--- config.mk ---
export PLATFORM = sky130hd
export DESIGN_NAME = conv_seq_ctrl_flat
export DESIGN_NICKNAME = d
export VERILOG_FILES = /design/src/rtl/conv_seq_ctrl_if.sv /design/src/rtl/conv_seq_ctrl.sv /design/src/flat_wrapper.sv
export SDC_FILE = /design/constraint.sdc
export NUM_CORES = 1
export LEC_CHECK = 0
export ABC_AREA = 1
export BUFFER_PORTS_ARGS = -buffer_cell sky130_fd_sc_hd__buf_2
export CAP_MARGIN = 0
export CORE_MARGIN = 2
export CORE_UTILIZATION = 55
export CTS_CLUSTER_DIAMETER = 120
export CTS_CLUSTER_SIZE = 25
export DETAILED_ROUTE_END_ITERATION = 10
export PLACE_DENSITY = 0.83
export SYNTH_ARGS = -nofsm -noshare
export SYNTH_HDL_FRONTEND = slang
export SYNTH_SLANG_ARGS = --single-unit
--- constraint.sdc ---
create_clock -name clk -period 13.5 [get_ports clk]
set_clock_uncertainty 0.2 [all_clocks]
set_input_delay 0.675 -clock clk [delete_from_list [all_inputs] [get_ports clk]]
set_output_delay 0.675 -clock clk [all_outputs]
set_load 0.03 [all_outputs]
--- src/rtl/conv_seq_ctrl_if.sv ---
// rtl/conv_seq_ctrl_if.sv - memory read port and result port bundle for conv_seq_ctrl
//
// Purpose: groups the two handshake buses of the convolution sequencer.
//   mem_req   : read request, always granted
//   mem_addr  : read address (ADDR_W)
//   mem_rdata : read data, valid the cycle after mem_req
//   res_valid : result available
//   res_ready : sink accepts the result
//   res_data  : 16-bit result
//   res_idx   : sample index of the result (ADDR_W)
// Modports: master = sequencer side, slave = memory/sink side.

interface conv_seq_ctrl_if #(
    parameter int ADDR_W = 16
) ();
    logic              mem_req;
    logic [ADDR_W-1:0] mem_addr;
    logic [15:0]       mem_rdata;
    logic              res_valid;
    logic              res_ready;
    logic [15:0]       res_data;
    logic [ADDR_W-1:0] res_idx;

    modport master (
        output mem_req,
        output mem_addr,
        input  mem_rdata,
        output res_valid,
        input  res_ready,
        output res_data,
        output res_idx
    );

    modport slave (
        input  mem_req,
        input  mem_addr,
        output mem_rdata,
        input  res_valid,
        output res_ready,
        input  res_data,
        input  res_idx
    );
endinterface

--- src/rtl/conv_seq_ctrl.sv ---
// rtl/conv_seq_ctrl.sv - job sequencer for a 25-tap convolution datapath unit
//
// Purpose: per job, reads KERNEL_NUM weights, one bias and cfg_len samples
// from a 1-cycle-latency read port, strobes them into the conv unit, drops
// warm-up outputs and queues valid results in a small FIFO.
// Ports:
//   clk, rst                 : clock, asynchronous active-high reset
//   start, cfg_*             : job launch and configuration (sampled in IDLE)
//   busy, done               : job in progress / one-cycle end-of-job pulse
//   conv_in, conv_*_valid    : conv unit input bus and load strobes
//   conv_out                 : conv unit result
//   bus (master)             : memory read port and result valid/ready port

module conv_seq_ctrl #(
    parameter int KERNEL_NUM = 25,
    parameter int ADDR_W     = 16,
    parameter int FIFO_DEPTH = 4
) (
    input  logic              clk,
    input  logic              rst,
    input  logic              start,
    input  logic [ADDR_W-1:0] cfg_w_base,
    input  logic [ADDR_W-1:0] cfg_x_base,
    input  logic [ADDR_W-1:0] cfg_len,
    output logic              busy,
    output logic              done,
    output logic [15:0]       conv_in,
    output logic              conv_w_valid,
    output logic              conv_b_valid,
    output logic              conv_i_valid,
    input  logic [15:0]       conv_out,
    conv_seq_ctrl_if.master   bus
);

    localparam int PTR_W = $clog2(FIFO_DEPTH);
    localparam int CNT_W = PTR_W + 1;
    localparam int SUM_W = CNT_W + 1;
    localparam int TAG_N = 3;

    typedef enum logic [2:0] {
        S_IDLE,
        S_LOAD_W,
        S_LOAD_B,
        S_STREAM,
        S_DRAIN
    } state_t;

    typedef enum logic [1:0] {
        TAG_W,
        TAG_B,
        TAG_X
    } tag_t;

    state_t            state_q, state_d;
    logic [ADDR_W-1:0] cnt_q, cnt_d;
    logic [ADDR_W-1:0] w_base_q, w_base_d;
    logic [ADDR_W-1:0] x_base_q, x_base_d;
    logic [ADDR_W-1:0] len_q, len_d;

    // Tag pipeline: stage 0 is the request issued last cycle (its data is on
    // mem_rdata now), stage 2 lines up with the matching conv_out.
    logic [TAG_N-1:0]  tag_valid_q, tag_valid_d;
    logic [TAG_N-1:0]  tag_keep_q, tag_keep_d;
    tag_t              tag_type_q [TAG_N];
    tag_t              tag_type_d [TAG_N];
    logic [ADDR_W-1:0] tag_idx_q [TAG_N];
    logic [ADDR_W-1:0] tag_idx_d [TAG_N];

    logic [15:0]       fifo_data_q [FIFO_DEPTH];
    logic [15:0]       fifo_data_d [FIFO_DEPTH];
    logic [ADDR_W-1:0] fifo_idx_q [FIFO_DEPTH];
    logic [ADDR_W-1:0] fifo_idx_d [FIFO_DEPTH];
    logic [PTR_W-1:0]  wr_ptr_q, wr_ptr_d;
    logic [PTR_W-1:0]  rd_ptr_q, rd_ptr_d;
    logic [CNT_W-1:0]  fifo_cnt_q, fifo_cnt_d;

    logic              req;
    logic [ADDR_W-1:0] req_addr;
    tag_t              req_type;
    logic              req_keep;
    logic [ADDR_W-1:0] req_idx;
    logic              job_done;
    logic [SUM_W-1:0]  kept_in_flight;
    logic              credit_ok;
    logic              in_flight;
    logic              push;
    logic              pop;
    logic              fifo_nonempty;

    // Results already promised to the FIFO (kept tags still in the pipeline)
    // count against free space so a push can never find the FIFO full.
    always_comb begin
        kept_in_flight = '0;
        for (int i = 0; i < TAG_N; i++) begin
            kept_in_flight = kept_in_flight + SUM_W'(tag_valid_q[i] & tag_keep_q[i]);
        end
        credit_ok = (SUM_W'(fifo_cnt_q) + kept_in_flight) < SUM_W'(FIFO_DEPTH);
        in_flight = |tag_valid_q;
    end

    // Sequencer next-state and request generation
    always_comb begin
        state_d  = state_q;
        cnt_d    = cnt_q;
        w_base_d = w_base_q;
        x_base_d = x_base_q;
        len_d    = len_q;
        req      = 1'b0;
        req_addr = '0;
        req_type = TAG_W;
        req_keep = 1'b0;
        req_idx  = '0;
        job_done = 1'b0;

        case (state_q)
            S_IDLE: begin
                if (start) begin
                    w_base_d = cfg_w_base;
                    x_base_d = cfg_x_base;
                    len_d    = cfg_len;
                    cnt_d    = '0;
                    state_d  = S_LOAD_W;
                end
            end

            S_LOAD_W: begin
                req      = 1'b1;
                req_addr = w_base_q + cnt_q;
                req_type = TAG_W;
                if (cnt_q == ADDR_W'(KERNEL_NUM - 1)) begin
                    cnt_d   = '0;
                    state_d = S_LOAD_B;
                end else begin
                    cnt_d = cnt_q + ADDR_W'(1);
                end
            end

            S_LOAD_B: begin
                req      = 1'b1;
                req_addr = w_base_q + ADDR_W'(KERNEL_NUM);
                req_type = TAG_B;
                state_d  = (len_q == '0) ? S_DRAIN : S_STREAM;
            end

            S_STREAM: begin
                if (credit_ok) begin
                    req      = 1'b1;
                    req_addr = x_base_q + cnt_q;
                    req_type = TAG_X;
                    // Outputs before the taps are fully populated are garbage.
                    req_keep = (cnt_q >= ADDR_W'(KERNEL_NUM - 1));
                    req_idx  = cnt_q;
                    if (cnt_q == len_q - ADDR_W'(1)) begin
                        state_d = S_DRAIN;
                    end else begin
                        cnt_d = cnt_q + ADDR_W'(1);
                    end
                end
            end

            S_DRAIN: begin
                if (!in_flight && (fifo_cnt_q == '0)) begin
                    job_done = 1'b1;
                    state_d  = S_IDLE;
                end
            end

            default: state_d = S_IDLE;
        endcase
    end

    // Tag shift register
    always_comb begin
        tag_valid_d[0] = req;
        tag_keep_d[0]  = req_keep;
        tag_type_d[0]  = req_type;
        tag_idx_d[0]   = req_idx;
        for (int i = 1; i < TAG_N; i++) begin
            tag_valid_d[i] = tag_valid_q[i-1];
            tag_keep_d[i]  = tag_keep_q[i-1];
            tag_type_d[i]  = tag_type_q[i-1];
            tag_idx_d[i]   = tag_idx_q[i-1];
        end
    end

    // Result FIFO
    always_comb begin
        fifo_nonempty = (fifo_cnt_q != '0);
        push          = tag_valid_q[TAG_N-1] & tag_keep_q[TAG_N-1];
        pop           = fifo_nonempty & bus.res_ready;
        fifo_data_d   = fifo_data_q;
        fifo_idx_d    = fifo_idx_q;
        wr_ptr_d      = wr_ptr_q;
        rd_ptr_d      = rd_ptr_q;
        fifo_cnt_d    = fifo_cnt_q;
        if (push) begin
            fifo_data_d[wr_ptr_q] = conv_out;
            fifo_idx_d[wr_ptr_q]  = tag_idx_q[TAG_N-1];
            wr_ptr_d              = wr_ptr_q + PTR_W'(1);
        end
        if (pop) begin
            rd_ptr_d = rd_ptr_q + PTR_W'(1);
        end
        case ({push, pop})
            2'b10:   fifo_cnt_d = fifo_cnt_q + CNT_W'(1);
            2'b01:   fifo_cnt_d = fifo_cnt_q - CNT_W'(1);
            default: fifo_cnt_d = fifo_cnt_q;
        endcase
    end

    always_ff @(posedge clk or posedge rst) begin
        if (rst) begin
            state_q     <= S_IDLE;
            cnt_q       <= '0;
            w_base_q    <= '0;
            x_base_q    <= '0;
            len_q       <= '0;
            tag_valid_q <= '0;
            tag_keep_q  <= '0;
            for (int i = 0; i < TAG_N; i++) begin
                tag_type_q[i] <= TAG_W;
                tag_idx_q[i]  <= '0;
            end
            for (int i = 0; i < FIFO_DEPTH; i++) begin
                fifo_data_q[i] <= '0;
                fifo_idx_q[i]  <= '0;
            end
            wr_ptr_q    <= '0;
            rd_ptr_q    <= '0;
            fifo_cnt_q  <= '0;
        end else begin
            state_q     <= state_d;
            cnt_q       <= cnt_d;
            w_base_q    <= w_base_d;
            x_base_q    <= x_base_d;
            len_q       <= len_d;
            tag_valid_q <= tag_valid_d;
            tag_keep_q  <= tag_keep_d;
            tag_type_q  <= tag_type_d;
            tag_idx_q   <= tag_idx_d;
            fifo_data_q <= fifo_data_d;
            fifo_idx_q  <= fifo_idx_d;
            wr_ptr_q    <= wr_ptr_d;
            rd_ptr_q    <= rd_ptr_d;
            fifo_cnt_q  <= fifo_cnt_d;
        end
    end

    assign busy         = (state_q != S_IDLE);
    assign done         = job_done;
    assign bus.mem_req  = req;
    assign bus.mem_addr = req_addr;
    assign conv_in      = bus.mem_rdata;
    assign conv_w_valid = tag_valid_q[0] && (tag_type_q[0] == TAG_W);
    assign conv_b_valid = tag_valid_q[0] && (tag_type_q[0] == TAG_B);
    assign conv_i_valid = tag_valid_q[0] && (tag_type_q[0] == TAG_X);
    assign bus.res_valid = fifo_nonempty;
    assign bus.res_data  = fifo_nonempty ? fifo_data_q[rd_ptr_q] : '0;
    assign bus.res_idx   = fifo_nonempty ? fifo_idx_q[rd_ptr_q] : '0;

endmodule

--- src/flat_wrapper.sv ---
// flat-port wrapper written by rule: the top's interface ports become plain ports
module conv_seq_ctrl_flat 
#(
    parameter int KERNEL_NUM = 25,
    parameter int ADDR_W     = 16,
    parameter int FIFO_DEPTH = 4
)
  (clk, rst, start, cfg_w_base, cfg_x_base, cfg_len, busy, done, conv_in, conv_w_valid, conv_b_valid, conv_i_valid, conv_out, bus_mem_req, bus_mem_addr, bus_mem_rdata, bus_res_valid, bus_res_ready, bus_res_data, bus_res_idx);
  conv_seq_ctrl_if #(.ADDR_W(ADDR_W)) bus_i ();
  input  logic clk;
  input  logic rst;
  input  logic start;
  input  logic [ADDR_W-1:0] cfg_w_base;
  input  logic [ADDR_W-1:0] cfg_x_base;
  input  logic [ADDR_W-1:0] cfg_len;
  output logic busy;
  output logic done;
  output logic [15:0] conv_in;
  output logic conv_w_valid;
  output logic conv_b_valid;
  output logic conv_i_valid;
  input  logic [15:0] conv_out;
  output wire logic [$bits(bus_i.mem_req)-1:0] bus_mem_req;
  output wire logic [$bits(bus_i.mem_addr)-1:0] bus_mem_addr;
  input wire logic [$bits(bus_i.mem_rdata)-1:0] bus_mem_rdata;
  output wire logic [$bits(bus_i.res_valid)-1:0] bus_res_valid;
  input wire logic [$bits(bus_i.res_ready)-1:0] bus_res_ready;
  output wire logic [$bits(bus_i.res_data)-1:0] bus_res_data;
  output wire logic [$bits(bus_i.res_idx)-1:0] bus_res_idx;
  assign bus_mem_req = bus_i.mem_req;
  assign bus_mem_addr = bus_i.mem_addr;
  assign bus_i.mem_rdata = bus_mem_rdata;
  assign bus_res_valid = bus_i.res_valid;
  assign bus_i.res_ready = bus_res_ready;
  assign bus_res_data = bus_i.res_data;
  assign bus_res_idx = bus_i.res_idx;
  conv_seq_ctrl #(.KERNEL_NUM(KERNEL_NUM), .ADDR_W(ADDR_W), .FIFO_DEPTH(FIFO_DEPTH)) u_core (.clk(clk), .rst(rst), .start(start), .cfg_w_base(cfg_w_base), .cfg_x_base(cfg_x_base), .cfg_len(cfg_len), .busy(busy), .done(done), .conv_in(conv_in), .conv_w_valid(conv_w_valid), .conv_b_valid(conv_b_valid), .conv_i_valid(conv_i_valid), .conv_out(conv_out), .bus(bus_i));
endmodule
# Yosys cells after proc, flatten, opt, wreduce, memory -nomap -nowiden
# Cells that the tools add are included.
op_classes:
  add_sub_neg: 12
  n_lt_le_gt_ge: 5
  n_eq_ne: 16
  n_mux: 37
  n_bitwise: 7
  reduce_logical: 19
ops:
  columns: ["op", "count"]
  rows:
  - ["$mux 16", 14]
  - ["$bwmux 64", 2]
  - ["$pmux 16 s3", 2]
  - ["$bmux 16 s2", 2]
  - ["$add 16x16->16", 2]
  - ["$demux 16 s2", 1]
  - ["$mux 3", 6]
  - ["$add 16x1->16 const B", 1]
  - ["$add 16x5->16 const B", 1]
  - ["$eq 16x16->1", 1]
  - ["$eq 16x5->1 const B", 1]
  - ["$ge 16x5->1 const B", 1]
  - ["$logic_not 16->1", 1]
  - ["$sub 16x1->16 const B", 1]
  - ["$pmux 3 s5", 1]
  - ["$reduce_bool 3->1", 3]
  - ["$add 4x4->4", 2]
  - ["$ne 2x1->1 const B", 4]
  - ["$eq 3x2->1 const B", 2]
  - ["$ge 3x3->1 const B", 2]
  - ["$logic_not 3->1", 2]
  - ["$not 2->3", 2]
  - ["$pmux 3 s2", 1]
  - ["$and 1x1->1", 5]
  - ["other kinds (24)", 36]
totals:
  ff_bits: 258
  input_bits: 84
  output_inout_bits: 71
  elab_cells: 118

# Depth between registers and ports, before layout
logic_depth:
  word_depth: 7
  mapped_depth: 17
  mapped_depth_nobuf: 16

# Least setup slack after synthesis
# OpenSTA, ideal clock, no wires.
synth_timing:
  kind: "register to output"
  from: "register u_core.state_q[0]"
  to: "output port bus_mem_addr[14]"
  arrival_ns: 3.112
  setup_slack_ns: 9.513
  path_stages_with_launch: 15
  path_buffers: 1
  cell_sequence: "dfrtp_1 -> nor3_2 -> clkinv_1 -> clkbuf_1 -> nand2_1 -> ha_1 -> inv_1 -> fa_1 -> o21ai_0 -> nand2_1 -> nand2_1 -> nand4_1 -> nand3_1 -> nand2_1 -> o21ai_0"
synth_via:
  elab_chain_cells: 2
synth_lines:
  columns: ["item", "line", "source"]
  rows:
  - ["start, declared", "conv_seq_ctrl.sv:54", "state_t state_q, state_d;"]
  - ["start signal, assigned", "conv_seq_ctrl.sv:232", "state_q <= state_d;"]
  - ["$eq 3x2->1 / $eq 3x1->1 (equally long branches)", "conv_seq_ctrl.sv:115", "case (state_q)"]
  - ["$pmux 16 s3 (*)", "conv_seq_ctrl.sv:115", null]
  - ["end, declared", "flat_wrapper.sv:24", "output wire logic [$bits(bus_i.mem_addr)-1:0] bus_mem_addr;"]
# Every way passes the cells marked *; elsewhere a longest branch is shown, timed or not.

# Worst setup path after layout
layout_timing:
  from: "register u_core.state_q[1]"
  to: "output port bus_mem_addr[8]"
# Same word-level chain as after synthesis.

==> impl_metrics.yaml <==
sta:
  min_period_ns: 4.86
  relSlewSlack_pct: 22.3
  hold-worst-slack_ns: 0.153
  hold_viol_final: 0
  finalSetupViolations: 0
  clock.fmax_ghz: 0.206
  drv_slew: 0
  setup_tns_ns: 0
  rsz0062_at_grt: "no"
  max_slew.worst_pin.slew_ns: 1.16
  period_share_pct: 36.0
clock_tree:
  cts_made_buffers: 14
  cts_root_buffer: "clkbuf_16"
  cts_sinks: 258
  clk_latency_ns: 0.49
  cts_resized: 0
  max-clock-path-buffers: 3
  clk_pin_slew_ns: 0.10
  cts_setup_buffers: 0
  holdBufCountCts: 0
  cts_tree: "yes"
  htree_levels: 1
yosys:
  avgSynthCellArea_um2: 8.19
  synthArstFlopShare_pct: 100
  synthMostInstantiatedCell: "nand2_1"
  synth-seq-cells: 258
  netlist-cell-type-count: 49
  synth_edf_count: 0
  synth_top_area_share_pct: 48.2
  synth_warnings: 0
  yosys-top-cells-area: "dfrtp_1, nand2_1, o21ai_0"
  synthFlopType: "dfrtp_1"
  synthesis.area_mm2: 0.0134
  ys_seq_area_share_pct: 48.2
  synthTopCellsByCount: "nand2_1, dfrtp_1, nor2_1, o21ai_0, inv_1"
  synthCells: 1636
  synth_fp_nets: 1764
  synth_area_leader_cell: "dfrtp_1"
die:
  die-area_mm2: 0.0256
  rows: 57
  die_x_um: 160
  fp.coreArea_mm2: 0.0241
  start_util_pct: 55.6
  boundaryPins: 155
  die_h_um: 160
placement:
  port_buffers: 122
  place_congestion: 0.892
  post-dp-hpwl_mm: 21.4
worst_setup_path:
  start_kind: "flip-flop"
  cp_max_fo: 18
  ff2ff_setup_slack_ns: 10.40
  endpoint_kind: "primary output"
  reg2reg_depth: 12
  required_ns: 12.62
  cp.arrival_ns: 3.98
  criticalPathCategory: "reg -> out"
  regToRegStartpoint: "u_core.tag_valid_q[1]"
  r2r_end: "u_core.cnt_q[12]"
min_path:
  holdCritStartpoint: "u_core.tag_idx_d[22]"
  worstHoldEndpoint: "u_core.tag_idx_d[6]"
  worstHoldPathType: "reg -> reg"
  whs_path_depth: 0
outcome:
  status: "finished clean"
detailed_routing:
  drtIter0Drc: 1034
  highest_layer: "met4"
  vias_per_cell: 5.53
  first_pass_iters: 6
  routed-via-count: 11200
  drc: 0
  route.met3.wl_mm: 2.16
  wl_mm: 31.8
  wl_per_cell_um: 15.7
  wl_met2_mm: 14.9
  met1_length_mm: 13.7
  antenna_left: 0
finish:
  postLayoutCoreUtil_pct: 60.2
  ff_latch_area_mm2: 0.00646
  diodes: 0
  nets: 1825
  multi_input_area_mm2: 0.00602
  syn2layout_area_growth_pct: 8.25
  drive_above_1_share_pct: 13.0
  n_fill_cell: 2183
grt:
  grt_overflow: 0
  grt_pass1_wl_mm: 52.4
  grt_pass1_vias: 10700
  antenna_found_initial: 0
  track_usage_pct: 24.8
  grt_start_max_net_pins: 139
run:
  max-cap-violations: 0
power_and_ir_drop:
  ir_drop_mv: 0.160
  p_per_area_mw_per_mm2: 191
  p_leak_nw: 7.28
[worst max path at each step]
stage / start / to / slack (ns)
floorplan: rst / u_core.cnt_q[0] / 5.53
global placement: u_core.state_q[1] / bus_mem_addr[8] / 9.38
detailed placement: u_core.state_q[1] / bus_mem_addr[8] / 9.26
CTS: u_core.state_q[1] / bus_mem_addr[8] / 8.73
global route: u_core.state_q[1] / bus_mem_addr[8] / 8.34
finish: u_core.state_q[1] / bus_mem_addr[8] / 8.64
[kinds of logic (layout without fill, tap and decap cells)]
| kind of cell | after synthesis | after routing | synth area share [%] |
|---|---|---|---|
| AO/OA/AOI/OAI | 340 | 340 | 13.3 |
| XOR/XNOR | 44 | 44 | 2.88 |
| adder cells (fa/ha/maj) | 44 | 44 | 4.33 |
| buffers and inverters | 230 | 292 | 7.03 |
| flip-flops | 258 | 258 | 48.2 |
| multiplexers | 38 | 38 | 3.19 |
| AND/OR/NAND/NOR | 682 | 682 | 21.1 |
[registers in the layout, summed over array words and instances, names as in the netlist]
register and cells:
u_core.w_base_q 16, u_core.tag_idx_d 32, u_core.len_q 16, u_core.tag_type_d 2
u_core.fifo_cnt_q 3, u_core.cnt_q 16, u_core.tag_valid_q 3, u_core.state_q 3
u_core.tag_idx_q 16, u_core.fifo_idx_q 64, u_core.wr_ptr_q 2, u_core.fifo_data_q 64
u_core.x_base_q 16, u_core.rd_ptr_q 2, u_core.tag_keep_q 3
[critical path: stages, from the launching register on]
cell      delay, ns
dfrtp_1        0.40
inv_1          0.11
nor3_2         0.23
clkinv_1       0.48
nand2_1        0.19
ha_1           0.18
inv_1          0.06
fa_1           0.39
o21ai_0        0.46
nand2_1        0.10
nand2_1        0.13
inv_1          0.06
o21ai_0        0.20
a21oi_1        0.09
o21ai_0        0.09
o31ai_1        0.11
buf_2          0.21
[report_power, final]
| part | leakage (nW) | internal, mW | switching [mW] |
|---|---|---|---|
| Combinational | 3.95 | 0.427 | 0.937 |
| Clock | 0.196 | 0.204 | 0.243 |
| Sequential | 3.13 | 0.870 | 0.0959 |
| Total | 7.28 | 1.50 | 1.28 |
[routing by layer]
metal / vias up / global-route usage (%)
met3: 83 / 3.53
met5: - / 0
met1: 5281 / 33.8
met4: 0 / 9.62
met2: 420 / 40.4
li1: 5403 / -
[layout by cell type, fill, tap and decap left out, types with 11 or more instances in the layout]
cell	instances
nand2_1	329
dfrtp_1	257
o21ai_0	223
nor2_1	223
inv_1	139
buf_2	122
a21oi_1	87
nand3_1	70
ha_1	40
mux2_2	38
xor2_1	29
xnor2_1	15
clkbuf_16	15
nor3_1	11
[per-stage QoR]
step	area (um^2)	instances	setup WS [ns]	total power, mW
6_report	14500	2022	8.64	2.78
5_1_grt	14500	2022	8.34	2.96
4_1_cts	14500	2022	8.73	2.78
3_5_place_dp	14100	2005	9.26	2.33
3_3_place_gp	14100	2005	9.38	2.30
2_1_floorplan	13400	1636	5.53	1.98
[cell type report]
cell class,count,share of cell area (%)
clock buffers,16,2.61
clock inverters,1,0.138
inverters,144,3.78
multi-input cells,1148,41.5
flip-flops and latches,258,44.5
well taps,324,2.80
repair buffers,131,4.68
Power figures use the tool's default switching activity.
